`src/rtl/burst_pkg.sv`:
```
// burst_pkg: shared types and constants for the burst packetizer
package burst_pkg;
  localparam int BURST_DATA_W = 32;
  localparam int BURST_MAX_BEATS = 15;
  typedef enum logic {IDLE, COLLECT} bp_state_t;
  typedef struct packed {
    logic sop;
    logic eop;
    logic [BURST_DATA_W-1:0] data;
  } bp_entry_t;
endpackage

```
`src/rtl/burst_sync_fifo.sv`:
```
// burst_sync_fifo: show-ahead synchronous FIFO with wrap-bit pointers
module burst_sync_fifo #(
  parameter int W = 34,
  parameter int DEPTH = 32,
  localparam int AW = $clog2(DEPTH)
) (
  input  logic          clk,
  input  logic          rst_n,
  input  logic          wr_en,
  input  logic [W-1:0]  din,
  input  logic          rd_en,
  output logic [W-1:0]  dout,
  output logic          full,
  output logic          empty,
  output logic [AW:0]   level
);
  logic [W-1:0] mem [DEPTH];
  logic [AW:0] wr_ptr, rd_ptr;
  logic wr_ok, rd_ok;
  assign empty = wr_ptr == rd_ptr;
  assign full = (wr_ptr[AW] != rd_ptr[AW]) && (wr_ptr[AW-1:0] == rd_ptr[AW-1:0]);
  assign level = wr_ptr - rd_ptr;
  assign rd_ok = rd_en && !empty;
  assign wr_ok = wr_en && (!full || rd_ok);
  assign dout = empty ? '0 : mem[rd_ptr[AW-1:0]];
  // pointers advance on accepted push/pop; reset discards all contents
  always_ff @(posedge clk or negedge rst_n)
    if (!rst_n) begin
      wr_ptr <= '0;
      rd_ptr <= '0;
    end else begin
      wr_ptr <= wr_ptr + {{AW{1'b0}}, wr_ok};
      rd_ptr <= rd_ptr + {{AW{1'b0}}, rd_ok};
    end
  // storage is never reset; the empty gate on dout hides stale words
  always_ff @(posedge clk)
    if (wr_ok) mem[wr_ptr[AW-1:0]] <= din;
endmodule

```
`src/rtl/burst_packetizer.sv`:
```
// burst_packetizer: frames controller words with sop/eop and buffers them with burst-granular backpressure
module burst_packetizer
  import burst_pkg::*;
#(
  parameter int DEPTH = 32,
  parameter int MIN_FREE = 16
) (
  input  logic                     clk,
  input  logic                     rst_n,
  input  logic [31:0]              in_data,
  input  logic                     in_valid,
  input  logic                     in_first_beat,
  input  logic                     in_burst_done,
  output logic                     first_ack,
  output logic [31:0]              out_data,
  output logic                     out_sop,
  output logic                     out_eop,
  output logic                     out_valid,
  input  logic                     out_ready,
  output logic [$clog2(DEPTH):0]   fill_level,
  output logic [15:0]              burst_cnt,
  output logic                     overflow,
  output logic                     proto_err,
  input  logic                     clr_status
);
  localparam int LW = $clog2(DEPTH) + 1;
  bp_state_t state;
  logic stage_sop;
  logic [BURST_DATA_W-1:0] stage_data;
  logic ack_sent, collect, push, pop, full, empty, ack_ok;
  bp_entry_t din, dout;
  assign collect = state == COLLECT;
  assign push = collect && (in_valid || in_burst_done);
  assign pop = out_valid && out_ready;
  assign din = '{sop: stage_sop, eop: in_burst_done, data: stage_data};
  assign ack_ok = in_first_beat && !ack_sent && (LW'(DEPTH) - fill_level >= LW'(MIN_FREE));
  assign out_valid = !empty;
  assign out_sop = dout.sop;
  assign out_eop = dout.eop;
  assign out_data = dout.data;
  burst_sync_fifo #(.W($bits(bp_entry_t)), .DEPTH(DEPTH)) u_fifo (
    .clk(clk),
    .rst_n(rst_n),
    .wr_en(push),
    .din(din),
    .rd_en(pop),
    .dout(dout),
    .full(full),
    .empty(empty),
    .level(fill_level)
  );
  // stage keeps the newest word until the next word or burst end decides its eop
  always_ff @(posedge clk or negedge rst_n)
    if (!rst_n) begin
      state <= IDLE;
      stage_sop <= 1'b0;
      stage_data <= '0;
    end else if (in_valid) begin
      state <= COLLECT;
      stage_sop <= !collect || in_burst_done;
      stage_data <= in_data;
    end else if (in_burst_done) state <= IDLE;
  // burst count, sticky errors and the once-per-episode first_ack pulse
  always_ff @(posedge clk or negedge rst_n)
    if (!rst_n) begin
      burst_cnt <= '0;
      overflow <= 1'b0;
      proto_err <= 1'b0;
      first_ack <= 1'b0;
      ack_sent <= 1'b0;
    end else begin
      burst_cnt <= burst_cnt + {15'd0, push && in_burst_done};
      overflow <= (push && full && !pop) || (overflow && !clr_status);
      proto_err <= (in_burst_done && (in_valid || !collect)) || (proto_err && !clr_status);
      first_ack <= ack_ok;
      ack_sent <= in_first_beat && (ack_sent || ack_ok);
    end
endmodule

```
`config.mk`:
```
export PLATFORM = sky130hd
export DESIGN_NAME = burst_packetizer
export DESIGN_NICKNAME = d
export VERILOG_FILES = /design/src/rtl/burst_pkg.sv /design/src/rtl/burst_sync_fifo.sv /design/src/rtl/burst_packetizer.sv
export SDC_FILE = /design/constraint.sdc
export NUM_CORES = 1
export LEC_CHECK = 0
export BUFFER_PORTS_ARGS = -buffer_cell sky130_fd_sc_hd__clkbuf_2
export CAP_MARGIN = 20
export CORE_MARGIN = 2
export CORE_UTILIZATION = 50
export CTS_CLUSTER_SIZE = 10
export DETAILED_ROUTE_END_ITERATION = 8
export GPL_ROUTABILITY_DRIVEN = 0
export PLACE_DENSITY = 0.71
export REMOVE_ABC_BUFFERS = 1
export SLEW_MARGIN = 20
export SYNTH_ARGS = -nofsm -noshare
export SYNTH_HDL_FRONTEND = slang
export SYNTH_SLANG_ARGS = --single-unit
```
`constraint.sdc`:
```
create_clock -name clk -period 10.2 [get_ports clk]
set_clock_uncertainty 0.05 [all_clocks]
set_input_delay 0.51 -clock clk [delete_from_list [all_inputs] [get_ports clk]]
set_output_delay 0.51 -clock clk [all_outputs]
set_load 0.02 [all_outputs]
```
==> results.md <==
* Drt total wl at around 100000 µm
* Share of flip-flops with an asynchronous set or reset after synthesis at 0.0572
* Post-synth EDFFs at approximately 1100
* Cells after synthesis at between 2000 and 2500
* Fin cells at roughly 3600
* Clock-pin slew on the worst setup and hold paths at 0.05 ns
* Yosys cell types at 46
* Maximum number of pins on one net before global-route repair at about 160
* Initial DRC count at ~2800
* Filler cell count in the final layout at approximately 6400
* Floorplan die width at just over 300 µm
* P&R area growth vs syn at 14.9%
* Count of cells resized by post-cts repair at 0
* ANT nets after route at 0
* Quantity of I/O buffers inserted on ports at 98
* Global-route wire length before repair at about 150000 µm
* DPL Wire Length at roughly 57000 µm
* P_leak at 16.7 nW
* Largest buffer count on any clock path at 3
* Ys flop type: sky130_fd_sc_hd__edfxtp_1
* Run status: finished clean
* Max-cap violation count at 0
* Share of Yosys cell area claimed by the top area cell type at 0.738
* Normalized max-slew margin at 0.242
* Sequential share of the synthesized area at 0.775
* Height of the die at approximately 300 µm
* Sum of overflow across all layers after global routing at 0
* Global-route layer with the greatest usage: met2
* Setup repair after global routing missed its margin: no
* Peak supply drop at 0.000323 V
* Via count of the first global-routing pass at roughly 23000
* Final Hold Violating Endpoints at 0
* Met3 usage at 0.0529
* Worst R2R Path Depth at 7
* Most frequent cell after synthesis: sky130_fd_sc_hd__edfxtp_1
* Number of I/O pins at around 100
* Total setup violations reported at the end of the flow at 0
* Critical path peak fanout at around 110
* Vias per inst at between 6 and 7
* Clock latency of the later-clocked register in the worst-skew pair at between 0.7 and 0.8 ns
* Fraction of layout instances using a drive strength above 1 at 0.251
* Most used standard cells in the synthesized netlist: 1088 x sky130_fd_sc_hd__edfxtp_1, 204 x sky130_fd_sc_hd__mux4_2, 137 x sky130_fd_sc_hd__mux2i_1, 78 x sky130_fd_sc_hd__nand2_1
* Starting density of the core at 0.503
* Netlist area before placement at about 44000 µm²
* Final period demand of the worst path at between 5 and 6 ns
* Fin. max-slew vios at 0
* Root buf cell: sky130_fd_sc_hd__clkbuf_16
* Hold Slack at about 0.035 ns
* Met2 demand-to-capacity share in global routing at 0.358
* Initial antenna violation count at 5
* Depth of the worst hold-timing path at 3
* Die footprint at slightly above 90000 µm²
* Core Box Area at ~90000 µm²
* Biggest area consumer among synthesized cells: sky130_fd_sc_hd__edfxtp_1
* Required time reported for the critical path endpoint at 9.64 ns
* Setup Crit Path Kind: reg -> out
* Crit start category: register
* Mean Syn Cell Area at between 20 and 25 µm²
* Post-CTS setup buffer count at 0
* Overall power of the completed layout at 14.5 mW
* Standard-cell rows at 109
* Multi-input gate area in the final layout at approximately 9500 µm²
* Synthesized flop and latch total at 1154
* N_diodes at 0
* Element type at the critical path end: primary output
* Post-layout utilization of the core at 0.577
* TritonCTS buffer count at 134
* Cell total after placement at roughly 3300
* Cell types occupying the most area after synthesis: sky130_fd_sc_hd__edfxtp_1 74%, sky130_fd_sc_hd__mux4_2 10%, sky130_fd_sc_hd__dfrtp_1 3.7%
* Pre-antenna DRT Iters at 5
* Routed wire per std cell at 29.0 µm
* Htree depth at 4
* Pin slew with the least headroom to its limit at ~1.1 ns
* Clock net sink count at between 1000 and 1500
* Power per standard cell area at approximately 280 nW/µm²
* Type of the tightest min-delay check: in -> reg
* Met1 track utilization from global routing at 0.333
* Data arrival at the endpoint of the critical path at 4.80 ns
* Final cycle utilization of the critical path at 0.526
* Number of warnings reported in the yosys synthesis log at 0
* Combined flip-flop and latch cell area at ~34000 µm²
* Residual DRC count at 0
* Vias after detailed routing at between 20000 and 25000
* Final Net Count at between 2000 and 2500
* Hold bufs inserted after CTS at 34
* Max Fclk at 186 MHz
* Clock tree from TritonCTS: done
* Overall global routing resource usage at 0.232
[routing by layer]
metal,routed length [µm],vias up
li1,-,9232
met1,42200,11700
met2,49100,1245
met3,9780,179
met4,2510,2
met5,7,-
[cells by family (layout without fill, tap and decap cells)]
kind of cell               count (synthesis)  after routing  share of synthesized area
AOI/OAI and AO/OA                        222            222                     0.0359
DFF                                     1154           1154                      0.775
and+or+nand+nor                          203            203                     0.0218
xor gates and xnor gates                  25             25                    0.00495
adders and majority gates                 12             12                    0.00356
muxes                                    373            373                      0.143
buffers and inverters                    130            419                     0.0157
[critical path, stage by stage, from the launching register on]
cell                       delay (ns)
sky130_fd_sc_hd__dfrtp_4         0.80
sky130_fd_sc_hd__buf_12          0.64
sky130_fd_sc_hd__buf_4           0.88
sky130_fd_sc_hd__mux4_2          0.60
sky130_fd_sc_hd__a22oi_1         0.30
sky130_fd_sc_hd__nand2_1         0.20
sky130_fd_sc_hd__and3_1          0.24
sky130_fd_sc_hd__clkbuf_2        0.16
[registers in the layout, summed over array words and instances (netlist names)]
name / flops
proto_err: 1
burst_cnt: 16
ack_sent: 1
overflow: 1
collect: 1
u_fifo.wr_ptr: 6
stage_data: 32
u_fifo.rd_ptr: 6
stage_sop: 1
first_ack: 1
u_fifo.mem: 1088
[final timing paths]
check                                  from                 end  slack (ns)
max                        u_fifo.rd_ptr[0]        out_data[19]        4.84
min reg2reg                   burst_cnt[15]       burst_cnt[15]        0.43
max reg2reg                u_fifo.rd_ptr[4]  u_fifo.mem[15][10]        5.22
max in group asynchronous             rst_n    u_fifo.rd_ptr[1]        8.81
min                           in_first_beat           first_ack        0.04
min in group asynchronous             rst_n       stage_data[8]        0.23
[layout by cell type (no fill, tap or decap), types with 3 or more instances in the layout]
master / netlist / final
sky130_fd_sc_hd__clkbuf_2: 0 / 97
sky130_fd_sc_hd__nand3_1: 13 / 12
sky130_fd_sc_hd__mux2_2: 32 / 32
sky130_fd_sc_hd__mux4_2: 204 / 204
sky130_fd_sc_hd__xnor2_1: 14 / 14
sky130_fd_sc_hd__dfrtp_1: 66 / 41
sky130_fd_sc_hd__edfxtp_1: 1088 / 1088
sky130_fd_sc_hd__o21ai_0: 4 / 4
sky130_fd_sc_hd__buf_16: 0 / 11
sky130_fd_sc_hd__or3_1: 3 / 3
sky130_fd_sc_hd__and3_1: 38 / 38
sky130_fd_sc_hd__dlygate4sd3_1: 0 / 34
sky130_fd_sc_hd__ha_1: 11 / 11
sky130_fd_sc_hd__dfrtp_2: 0 / 23
sky130_fd_sc_hd__nand2_1: 78 / 78
sky130_fd_sc_hd__nor2_4: 0 / 35
sky130_fd_sc_hd__buf_12: 0 / 6
sky130_fd_sc_hd__a22oi_1: 68 / 68
sky130_fd_sc_hd__nand4_1: 4 / 4
sky130_fd_sc_hd__and4_1: 5 / 5
sky130_fd_sc_hd__buf_4: 21 / 34
sky130_fd_sc_hd__nor2_1: 45 / 10
sky130_fd_sc_hd__clkbuf_16: 0 / 141
sky130_fd_sc_hd__o221ai_1: 68 / 68
sky130_fd_sc_hd__xor2_1: 11 / 11
sky130_fd_sc_hd__a21oi_1: 68 / 68
sky130_fd_sc_hd__inv_1: 13 / 13
sky130_fd_sc_hd__inv_6: 0 / 4
sky130_fd_sc_hd__clkinv_8: 0 / 4
sky130_fd_sc_hd__nand3b_1: 4 / 4
sky130_fd_sc_hd__mux2i_1: 137 / 137
sky130_fd_sc_hd__clkbuf_1: 50 / 69
[area by class of cell]
type,instances,share of cell area
clock buffers,211,0.0747
clock inverters,11,0.00271
inverters,14,0.00103
multi-input cells,835,0.188
flip-flops and latches,1154,0.675
well taps,1165,0.0287
repair buffers,183,0.0299
[per-stage QoR]
step	setup WS, ns	cell area, µm²	TNS [ns]
global route	4.51	50900	0
CTS	4.79	50800	0
global placement	5.41	46200	0
finish	4.84	50900	0
floorplan	-5.47	43600	-6124.06
detailed placement	5.30	46600	0
[power by group]
| part | switching [mW] | internal, mW | leakage [nW] |
|---|---|---|---|
| registers | 0.344 | 5.62 | 10.6 |
| logic | 2.55 | 1.64 | 4.26 |
| clock network | 1.75 | 2.57 | 1.89 |
No activity file was read; power rests on OpenSTA's default activity.
